`src/rtl/mem_wb_stage.sv`:
```
// Memory/writeback stage: sole writer of the register-file write port.
// Retires one instruction per cycle from MEM, extracts/extends load data,
// waits for variable-latency data-memory responses and publishes the value
// being written as a bypass source for decode.
//
// Handshake: an instruction transfers on a cycle where inValid && inReady are
// both high at the rising edge. inReady is combinational from state only
// (high in IDLE, low in WAIT_MEM), never from inValid, so no loop forms.
// inValid is ignored while inReady is low.
module mem_wb_stage #(
  parameter int WORD_WIDTH  = 32,
  parameter int REG_NUM_LOG = 5
) (
  input  logic                   clk,
  input  logic                   rst,
  input  logic                   inValid,
  output logic                   inReady,
  input  logic                   inWriteEnable,
  input  logic [REG_NUM_LOG-1:0] inWriteAddr,
  input  logic [WORD_WIDTH-1:0]  inAluResult,
  input  logic                   inIsLoad,
  input  logic [2:0]             inLoadType,
  input  logic [1:0]             inByteOffset,
  input  logic                   memDataValid,
  input  logic [WORD_WIDTH-1:0]  memData,
  output logic                   stallReq,
  output logic                   writeEnable,
  output logic [REG_NUM_LOG-1:0] writeAddr,
  output logic [WORD_WIDTH-1:0]  writeValue,
  output logic                   fwdValid,
  output logic [REG_NUM_LOG-1:0] fwdAddr,
  output logic [WORD_WIDTH-1:0]  fwdValue,
  output logic                   dbg_state
);

  typedef enum logic {
    IDLE     = 1'b0,
    WAIT_MEM = 1'b1
  } state_t;

  localparam logic [2:0] LT_LB  = 3'd0;
  localparam logic [2:0] LT_LBU = 3'd1;
  localparam logic [2:0] LT_LH  = 3'd2;
  localparam logic [2:0] LT_LHU = 3'd3;

  state_t                 state, state_nxt;

  // Load parked while waiting for the memory response
  logic [REG_NUM_LOG-1:0] pend_addr;
  logic [2:0]             pend_type;
  logic [1:0]             pend_off;
  logic                   pend_we;

  logic                   accept;
  logic                   latch_load;
  logic                   wr_we;
  logic [REG_NUM_LOG-1:0] wr_addr;
  logic [WORD_WIDTH-1:0]  wr_val;

  // Big-endian byte/halfword selection with sign or zero extension.
  // Types 4..7 all pass the full word unchanged.
  function automatic logic [WORD_WIDTH-1:0] extract(
    input logic [2:0]            lt,
    input logic [1:0]            off,
    input logic [WORD_WIDTH-1:0] d
  );
    logic [7:0]  b;
    logic [15:0] h;
    logic [WORD_WIDTH-1:0] r;
    case (off)
      2'd0:    b = d[31:24];
      2'd1:    b = d[23:16];
      2'd2:    b = d[15:8];
      default: b = d[7:0];
    endcase
    h = off[1] ? d[15:0] : d[31:16];
    case (lt)
      LT_LB:   r = {{(WORD_WIDTH-8){b[7]}}, b};
      LT_LBU:  r = {{(WORD_WIDTH-8){1'b0}}, b};
      LT_LH:   r = {{(WORD_WIDTH-16){h[15]}}, h};
      LT_LHU:  r = {{(WORD_WIDTH-16){1'b0}}, h};
      default: r = d;
    endcase
    return r;
  endfunction

  assign inReady   = (state == IDLE);
  assign accept    = inValid && inReady;
  assign dbg_state = state;

  assign fwdValid  = writeEnable && (writeAddr != '0);
  assign fwdAddr   = writeAddr;
  assign fwdValue  = writeValue;

  // Next-state and retirement selection
  always_comb begin
    state_nxt  = state;
    latch_load = 1'b0;
    wr_we      = 1'b0;
    wr_addr    = inWriteAddr;
    wr_val     = inAluResult;
    case (state)
      IDLE: begin
        if (accept) begin
          if (!inIsLoad) begin
            wr_we = inWriteEnable;
          end else if (memDataValid) begin
            wr_we  = inWriteEnable;
            wr_val = extract(inLoadType, inByteOffset, memData);
          end else begin
            latch_load = 1'b1;
            state_nxt  = WAIT_MEM;
          end
        end
      end
      WAIT_MEM: begin
        if (memDataValid) begin
          wr_we     = pend_we;
          wr_addr   = pend_addr;
          wr_val    = extract(pend_type, pend_off, memData);
          state_nxt = IDLE;
        end
      end
      default: state_nxt = IDLE;
    endcase
  end

  // State, pending load and registered write port
  always_ff @(posedge clk or negedge rst) begin
    if (!rst) begin
      state       <= IDLE;
      stallReq    <= 1'b0;
      writeEnable <= 1'b0;
      writeAddr   <= '0;
      writeValue  <= '0;
      pend_addr   <= '0;
      pend_type   <= '0;
      pend_off    <= '0;
      pend_we     <= 1'b0;
    end else begin
      state       <= state_nxt;
      stallReq    <= (state_nxt == WAIT_MEM);
      writeEnable <= wr_we;
      // Address/value hold between writes so the bypass bus stays stable
      if (wr_we) begin
        writeAddr  <= wr_addr;
        writeValue <= wr_val;
      end
      if (latch_load) begin
        pend_addr <= inWriteAddr;
        pend_type <= inLoadType;
        pend_off  <= inByteOffset;
        pend_we   <= inWriteEnable;
      end
    end
  end

endmodule
```
`config.mk`:
```
export PLATFORM = sky130hd
export DESIGN_NAME = mem_wb_stage
export DESIGN_NICKNAME = d
export VERILOG_FILES = /design/src/rtl/mem_wb_stage.sv
export SDC_FILE = /design/constraint.sdc
export NUM_CORES = 1
export LEC_CHECK = 0
export CORE_MARGIN = 10
export CORE_UTILIZATION = 41
export CTS_BUF_LIST = sky130_fd_sc_hd__clkbuf_4 sky130_fd_sc_hd__clkbuf_8
export DETAILED_ROUTE_END_ITERATION = 6
export DONT_BUFFER_PORTS = 1
export PLACE_DENSITY = 0.67
export SLEW_MARGIN = 15
export SYNTH_ARGS = -nofsm -noshare
export SYNTH_HDL_FRONTEND = slang
export SYNTH_SLANG_ARGS = --single-unit
```
`constraint.sdc`:
```
create_clock -name clk -period 3.8 [get_ports clk]
set_clock_uncertainty 0.15 [all_clocks]
set_input_delay 0.76 -clock clk [delete_from_list [all_inputs] [get_ports clk]]
set_output_delay 0.76 -clock clk [all_outputs]
set_load 0.01 [all_outputs]
```
==> load_flow_metrics.sql, run 1 <==
INSERT INTO impl_metrics (metric_group, metric, value, unit) VALUES
('status', 'outcome', 'completed', ''),
('global_routing', 'grt_use_total', '0.1799', ''),
('critical_path', 'timing.critical_path.max_delay_family', 'flip-flops', ''),
('layout', 'fill_cells', '1126', ''),
('global_routing', 'pin_count_of_the_biggest_net_entering_global_routing', '62', ''),
('power_and_ir_drop', 'power.clock.fraction', '0.204', ''),
('floorplan', 'design.core.area', '10840', 'um2'),
('critical_path', 'cp.depth', '2', ''),
('timing', 'tns', '0', 'ns'),
('routing', 'drcViolationCount', '0', ''),
('clock_tree', 'holdBufCountCts', '1', ''),
('clock_tree', 'tritoncts', 'built', ''),
('clock_tree', 'ctsResizeCount', '0', ''),
('timing', 'maxSlewViolCount', '0', ''),
('place', 'port_buffers', '0', ''),
('yosys', 'ys_warn_count', '0', ''),
('yosys', 'number_of_instances_in_the_synthesized_netlist', '544', ''),
('floorplan', 'chipHeight', '125.4', 'um'),
('power_and_ir_drop', 'power.density_cell_area', '437.0', 'nW/um2'),
('timing', 'holdWs', '0.1349', 'ns'),
('clock_tree', 'cts.sink_count', '50', ''),
('timing', 'grt_setup_unrepaired', 'false', ''),
('yosys', 'mappedNetlistNets', '624', ''),
('place', 'placed_area', '4212', 'um2'),
('floorplan', 'fp.dieArea', '15710', 'um2'),
('yosys', 'synth_enable_flop_cells', '0', ''),
('flow_run', 'cap_violations', '0', ''),
('place', 'dp_hpwl', '11080', 'um'),
('clock_tree', 'cts_buffer_depth', '2', ''),
('routing', 'wire_length_per_cell', '25.14', 'um'),
('critical_path', 'reg2reg_depth', '5', ''),
('critical_path', 'critical_path_required', '2.89', 'ns'),
('yosys', 'seq_area_frac_synth', '0.2750', ''),
('clock_tree', 'cts-buffers-inserted', '5', ''),
('power_and_ir_drop', 'switching_share', '0.4174', ''),
('floorplan', 'initial_utilization', '0.4198', ''),
('global_routing', 'grt_pass1_vias', '3862', ''),
('power_and_ir_drop', 'internal_power', '1.109', 'mW'),
('layout', 'final_util', '0.4019', ''),
('place', 'finalWeightedCongestion', '0.8895', ''),
('power_and_ir_drop', 'leakage', '1.711', 'nW'),
('power_and_ir_drop', 'total_switching_power', '0.7946', 'mW'),
('critical_path', 'crit_fanout', '24', ''),
('timing', 'final-setup-viol-count', '0', ''),
('hold_path', 'hold_path_class', 'primary input to async pin', ''),
('timing', 'fin_crit', '2.839', 'ns'),
('critical_path', 'crit_path_cell_trace', 'buf_4 -> clkinv_1', ''),
('routing', 'vias', '4075', ''),
('yosys', 'postSynthRegisterBits', '50', ''),
('timing', 'tightestPinTransition', '1.099', 'ns'),
('power_and_ir_drop', 'report.power.total', '1.904', 'mW'),
('power_and_ir_drop', 'pwr-share-seq', '0.512', ''),
('yosys', 'postSynth.topFlopCell', 'sky130_fd_sc_hd__dfrtp_1', ''),
('layout', 'finish.net_count', '549', ''),
('routing', 'vias_per_cell', '6.669', ''),
('timing', 'layout_worst_path_cycle_share', '0.7471', ''),
('layout', 'area.growth.synth_to_final', '-4.262', '%'),
('routing', 'drt_pre_antenna_iters', '6', ''),
('floorplan', 'design.portCount', '159', ''),
('yosys', 'synth_top_cells_by_area', 'sky130_fd_sc_hd__dfrtp_1 27%, sky130_fd_sc_hd__mux2i_1 7.5%, sky130_fd_sc_hd__buf_4 7.1%, sky130_fd_sc_hd__nand2_1 6.7%, sky130_fd_sc_hd__a32oi_1 3.7%', ''),
('critical_path', 'critPathBufInv', '2', ''),
('critical_path', 'setup.reg_to_reg.worst_slack', '1.01', 'ns'),
('yosys', 'synthDominantAreaCellType', 'sky130_fd_sc_hd__dfrtp_1', ''),
('clock_tree', 'clock_tree.root_cell', 'sky130_fd_sc_hd__clkbuf_8', ''),
('yosys', 'mean_syn_cell_area', '8.365', 'um2'),
('clock_tree', 'ctsHtreeMaxLevel', '2', ''),
('critical_path', 'worst-setup-path-type', 'flop to primary output', ''),
('yosys', 'syn-cell-area', '4551', 'um2'),
('clock_tree', 'clock_insertion_delay_worst_skew', '0.31', 'ns'),
('critical_path', 'slowest_delay', '0.92', 'ns'),
('power_and_ir_drop', 'vdd_ir_drop_max', '0.1712', 'mV');
## synthesized netlist by cell type (all sizes together) (2+ instances only)
master,n
nor2,23
nand3b,2
nand3,13
a32oi,19
inv,5
mux2,10
a221o,6
and2,4
nor2b,3
dfrtp,50
o22ai,7
nor3,7
o2bb2ai,3
or3b,2
clkinv,2
a41oi,4
a21boi,19
nand2,82
mux2i,34
a21o,5
o211ai,8
clkbuf,16
and3,4
nand2b,25
a22oi,2
or2,3
o221ai,17
a21oi,14
a31oi,22
o32a,8
buf,72
o21ai,18
o31ai,16
a211o,2
## cells by family after synthesis
kind of cell / share of synthesized area
compound gates: 0.3011
simple gates: 0.1903
buf+inv: 0.1292
flops: 0.2750
mux: 0.1045
## through the flow
step | std cells | setup slack [ns]
6_report | 611 | 0.9610
5_1_grt | 611 | 0.8041
4_1_cts | 610 | 0.7957
3_5_place_dp | 601 | 0.8295
3_3_place_gp | 601 | 0.9576
2_1_floorplan | 544 | 1.640
## power by group through the flow
stage          Clock [mW]  Combinational (mW)  Sequential, mW
6_report            0.388               0.540           0.975
3_3_place_gp            0               0.504           0.987
3_5_place_dp            0               0.519           0.994
5_1_grt             0.422               0.591            1.01
4_1_cts             0.402               0.537           0.982
2_1_floorplan           0               0.721           0.830
## state kept, by name, summed over array words and instances, names as in the netlist
signal and flops:
fwdAddr 5, dbg_state 1, pend_type 3, pend_addr 5, pend_off 2, pend_we 1
writeEnable 1, fwdValue 32
## per-layer routing
metal / wire [um] / part of all wire / vias to the layer above / GRT usage
met4: 383 / 0.025 / 0 / 0.07249
met1: 6118 / 0.40 / 2009 / 0.2138
li1: - / - / 1845 / -
met2: 7278 / 0.47 / 198 / 0.2866
met3: 1580 / 0.10 / 23 / 0.06802
met5: 0 / 0 / - / 0
## cell usage in the layout, fill, tap and decap left out, types with 3 or more instances in the layout
master	synthesis	routed
sky130_fd_sc_hd__nand2_1	81	81
sky130_fd_sc_hd__dfrtp_1	50	50
sky130_fd_sc_hd__mux2i_1	34	34
sky130_fd_sc_hd__nand2b_1	25	25
sky130_fd_sc_hd__nor2_1	22	22
sky130_fd_sc_hd__a31oi_1	22	22
sky130_fd_sc_hd__a32oi_1	19	19
sky130_fd_sc_hd__a21boi_0	19	19
sky130_fd_sc_hd__o21ai_0	17	17
sky130_fd_sc_hd__o31ai_1	16	16
sky130_fd_sc_hd__o221ai_1	16	16
sky130_fd_sc_hd__a21oi_1	14	14
sky130_fd_sc_hd__nand3_1	12	12
sky130_fd_sc_hd__mux2_2	10	10
sky130_fd_sc_hd__o211ai_1	8	8
sky130_fd_sc_hd__o32a_1	7	7
sky130_fd_sc_hd__nor3_1	7	6
sky130_fd_sc_hd__o22ai_1	6	6
sky130_fd_sc_hd__a221o_1	6	6
sky130_fd_sc_hd__inv_1	5	5
sky130_fd_sc_hd__a21o_1	5	5
sky130_fd_sc_hd__clkbuf_8	0	5
sky130_fd_sc_hd__buf_4	43	5
sky130_fd_sc_hd__and2_1	4	4
sky130_fd_sc_hd__and3_1	4	4
sky130_fd_sc_hd__a41oi_1	4	4
sky130_fd_sc_hd__nor2b_1	3	3
sky130_fd_sc_hd__or2_2	3	3
sky130_fd_sc_hd__o2bb2ai_1	3	3
## final cells by class
| cell class | count | area [um2] | area share |
|---|---|---|---|
| sequential | 50 | 1251 | 0.2872 |
| tap | 140 | 175.2 | 0.04021 |
| inverter | 7 | 31.28 | 0.007180 |
| clock inverter | 3 | 45.04 | 0.01034 |
| multi-input combinational | 399 | 2718 | 0.6238 |
| antenna | 1 | 2.502 | 0.0005744 |
| clock buffer | 5 | 68.82 | 0.01580 |
| timing repair buffer | 6 | 65.06 | 0.01493 |
## how the worst min path moves through the flow
stage,startpoint,end,slack [ns],cells after the start
3_5_place_dp,rst,fwdValue[30]$_DFFE_PN0P_,0.32,0
2_1_floorplan,rst,dbg_state$_DFF_PN0_,0.31,0
5_1_grt,rst,fwdValue[30]$_DFFE_PN0P_,0.14,1
4_1_cts,rst,fwdValue[30]$_DFFE_PN0P_,0.15,1
6_report,rst,fwdValue[29]$_DFFE_PN0P_,0.13,1
3_3_place_gp,rst,fwdValue[29]$_DFFE_PN0P_,0.32,0
Note: power is estimated with default switching activity, not from simulation.
==> inputs of run 2 (changes only) <==
--- a/config.mk
+++ b/config.mk
@@ -10,7 +10,7 @@
 export CTS_BUF_LIST = sky130_fd_sc_hd__clkbuf_4 sky130_fd_sc_hd__clkbuf_8
 export DETAILED_ROUTE_END_ITERATION = 6
 export DONT_BUFFER_PORTS = 1
-export PLACE_DENSITY = 0.67
+export PLACE_DENSITY = 0.69
 export SLEW_MARGIN = 15
 export SYNTH_ARGS = -nofsm -noshare
 export SYNTH_HDL_FRONTEND = slang
==> constraint.sdc (replaced) <==
create_clock -name clk -period 2.6 [get_ports clk]
set_clock_uncertainty 0.15 [all_clocks]
set_input_delay 0.52 -clock clk [delete_from_list [all_inputs] [get_ports clk]]
set_output_delay 0.52 -clock clk [all_outputs]
set_load 0.01 [all_outputs]
==> run 2 against run 1 <==
  * Die area is the same
  * Via count rose by 1.4%
  * Clock power is 25% higher
  * Combinational power rose by 57%
  * Largest power group unchanged
  * Register-to-register slack lost 0.70 ns
  * Global-route usage is 0.54 points higher
  * Cell count rose by 1.1%
  * Core utilization grew 0.39 points
  * Sequential power up 45%
  * Clock-buffer cell count up 2
  * Sequential share of layout area is 0.28 points lower
  * Critical endpoint is now fwdValue[1]$_DFFE_PN0P_
  * Sequential cell count did not move
==> load_flow_metrics.sql, run 2 (synthesis results as in run 1) <==
INSERT INTO impl_metrics (metric_group, metric, value, unit) VALUES
('timing', 'setup_ws_final', '0.3103', 'ns'),
('timing', 'hold_viol', '0', ''),
('clock_tree', 'cts.repair_timing.setup_buffer_count', '0', ''),
('critical_path', 'crit_fanout', '12', ''),
('routing', 'wire_length_per_cell', '25.27', 'um'),
('layout', 'fill_cells', '1115', ''),
('floorplan', 'design.portCount', '159', ''),
('floorplan', 'chipWidth', '125.4', 'um'),
('layout', 'insertedDiodeCount', '0', ''),
('global_routing', 'grt_use_total', '0.1853', ''),
('floorplan', 'initial_utilization', '0.4198', ''),
('floorplan', 'design.core.area', '10840', 'um2'),
('timing', 'holdWs', '0.1034', 'ns'),
('timing', 'tightestPinTransition', '0.8547', 'ns'),
('critical_path', 'setup.reg_to_reg.worst_slack', '0.31', 'ns'),
('place', 'finalWeightedCongestion', '0.9131', ''),
('layout', 'largest_reg_flops', '32', ''),
('routing', 'wirelength', '15620', 'um'),
('global_routing', 'globalRoute.totalOverflow', '0', ''),
('power_and_ir_drop', 'total_switching_power', '1.180', 'mW'),
('clock_tree', 'cts_buffer_depth', '2', ''),
('timing', 'final-setup-viol-count', '0', ''),
('power_and_ir_drop', 'vdd_ir_drop_max', '0.2130', 'mV'),
('power_and_ir_drop', 'pwr-share-seq', '0.514', ''),
('layout', 'area.growth.synth_to_final', '-3.327', '%'),
('floorplan', 'chipHeight', '125.4', 'um'),
('place', 'port_buffers', '0', ''),
('critical_path', 'setup.worst_path.start_class', 'flop', ''),
('clock_tree', 'clock_insertion_delay_worst_skew', '0.32', 'ns'),
('place', 'dp_hpwl', '11370', 'um'),
('routing', 'drtAntennaViolNets', '0', ''),
('hold_path', 'hold_path_class', 'primary input to flop', ''),
('clock_tree', 'ctsHtreeMaxLevel', '2', ''),
('clock_tree', 'cts.sink_count', '50', ''),
('flow_run', 'cap_violations', '0', ''),
('power_and_ir_drop', 'power.density_cell_area', '623.3', 'nW/um2'),
('critical_path', 'critical_path_required', '2.69', 'ns'),
('clock_tree', 'clock_transition_at_the_registers_of_the_reported_paths', '0.09', 'ns'),
('timing', 'fmax', '436.7', 'MHz'),
('timing', 'layout_worst_path_cycle_share', '0.8806', ''),
('power_and_ir_drop', 'switching_share', '0.4305', ''),
('global_routing', 'grt_pass1_vias', '4020', ''),
('clock_tree', 'ctsResizeCount', '0', ''),
('clock_tree', 'holdBufCountCts', '2', ''),
('timing', 'tightest_slew_margin_relative_to_the_limit', '0.4296', ''),
('critical_path', 'worst-setup-path-type', 'flop to flop', ''),
('routing', 'drt_pre_antenna_iters', '5', ''),
('power_and_ir_drop', 'power.clock.fraction', '0.177', ''),
('layout', 'final_cell_mix', '81 x sky130_fd_sc_hd__nand2_1, 50 x sky130_fd_sc_hd__dfrtp_1, 34 x sky130_fd_sc_hd__mux2i_1, 25 x sky130_fd_sc_hd__nand2b_1', ''),
('clock_tree', 'tritoncts', 'built', ''),
('floorplan', 'rows', '38', ''),
('routing', 'drcViolationCount', '0', ''),
('power_and_ir_drop', 'leakage', '1.752', 'nW'),
('power_and_ir_drop', 'power.share.combinational', '0.308', ''),
('routing', 'vias', '4134', ''),
('routing', 'drt_first_iter_violations', '528', ''),
('layout', 'mostFrequentLayoutCell', 'sky130_fd_sc_hd__nand2_1', ''),
('floorplan', 'fp.dieArea', '15710', 'um2'),
('clock_tree', 'cts-buffers-inserted', '5', ''),
('routing', 'vias_per_cell', '6.689', ''),
('layout', 'drive_gt1_frac', '0.1046', ''),
('global_routing', 'initial_antenna_violation_count', '0', ''),
('critical_path', 'critPathCaptureType', 'flop', ''),
('layout', 'area.sequential', '1251', 'um2'),
('timing', 'tns', '0', 'ns'),
('timing', 'grt_setup_unrepaired', 'false', ''),
('critical_path', 'critical_path_arrival', '2.38', 'ns'),
('global_routing', 'first_pass_grt_wire_length', '23690', 'um'),
('layout', 'finish.net_count', '558', ''),
('place', 'placement.setup.worst_slack', '0.3095', 'ns'),
('global_routing', 'pin_count_of_the_biggest_net_entering_global_routing', '62', ''),
('power_and_ir_drop', 'internal_power', '1.562', 'mW'),
('layout', 'multiInputGateArea', '2723', 'um2'),
('critical_path', 'critPathSlowestCell', 'sky130_fd_sc_hd__dfrtp_1', ''),
('timing', 'maxSlewViolCount', '0', ''),
('timing', 'fin_crit', '2.290', 'ns'),
('clock_tree', 'clock_tree.root_cell', 'sky130_fd_sc_hd__clkbuf_8', ''),
('status', 'outcome', 'completed', ''),
('critical_path', 'slowest_delay', '0.68', 'ns'),
('critical_path', 'crit_path_cell_trace', 'buf_4 -> and2_1 -> o21ai_0 -> a221o_1 -> a41oi_1', '');
-- run 2: changes by cell type in the layout (fill, tap and decap cells not counted) --
| cell | previous run | this run |
|---|---|---|
| sky130_fd_sc_hd__nor3b_2 | 1 | 0 |
| sky130_fd_sc_hd__and4b_2 | 1 | 0 |
| sky130_fd_sc_hd__and4b_1 | 0 | 1 |
| sky130_fd_sc_hd__clkbuf_4 | 0 | 2 |
| sky130_fd_sc_hd__clkinvlp_4 | 2 | 0 |
| sky130_fd_sc_hd__bufinv_16 | 1 | 0 |
| sky130_fd_sc_hd__nor3b_4 | 0 | 1 |
| sky130_fd_sc_hd__diode_2 | 1 | 0 |
| sky130_fd_sc_hd__dlygate4sd3_1 | 0 | 1 |
| sky130_fd_sc_hd__buf_4 | 5 | 13 |
-- run 2: worst paths after layout --
| kind | startpoint | to | depth (start not counted) |
|---|---|---|---|
| worst max-delay path | dbg_state$_DFF_PN0_ | fwdValue[1]$_DFFE_PN0P_ | 5 |
| worst min-delay path | memDataValid | dbg_state$_DFF_PN0_ | 1 |
| worst max register to register | dbg_state$_DFF_PN0_ | fwdValue[1]$_DFFE_PN0P_ | 5 |
| worst min register to register | pend_addr[2]$_DFFE_PN0P_ | pend_addr[2]$_DFFE_PN0P_ | 1 |
| max in group asynchronous | rst | fwdAddr[4]$_DFFE_PN0P_ | 2 |
| min in group asynchronous | rst | fwdValue[27]$_DFFE_PN0P_ | 2 |
-- run 2: area by class of cell --
type	instances	share of cell area
flip-flops and latches	50	0.2844
multi-input cells	399	0.6189
clock buffers	7	0.01906
inverters	7	0.007110
well taps	140	0.03982
repair buffers	15	0.03072
-- run 2: critical path, delay by kind of cell (launching register included) --
family	cells	cell delay [ns]
compound gates	3	0.67
buf+inv	1	0.28
flops	1	0.68
simple gates	1	0.41
-- run 2: routing by layer --
metal	vias up	GRT usage	wire length, um
met5	-	0	0
met4	0	0.06775	439
met3	26	0.07478	1858
met2	214	0.2977	7269
met1	2034	0.2180	6050
li1	1860	-	-
-- run 2: power by group through the flow --
stage / Combinational, mW / Sequential [mW] / Clock (mW)
after floorplan: 1.05 / 1.21 / 0
after global placement: 0.777 / 1.43 / 0
after detailed placement: 0.809 / 1.44 / 0
after CTS: 0.836 / 1.42 / 0.499
after global routing: 0.928 / 1.46 / 0.524
final: 0.846 / 1.41 / 0.486
-- run 2: metrics by stage --
step / std cells / utilization / instance area [um2] / total power, mW
5_1_grt: 618 / 0.4058 / 4399 / 2.910
6_report: 618 / 0.4058 / 4399 / 2.742
3_3_place_gp: 609 / 0.3940 / 4272 / 2.207
4_1_cts: 618 / 0.4052 / 4393 / 2.755
3_5_place_dp: 609 / 0.3940 / 4272 / 2.246
2_1_floorplan: 544 / - / 4551 / 2.266
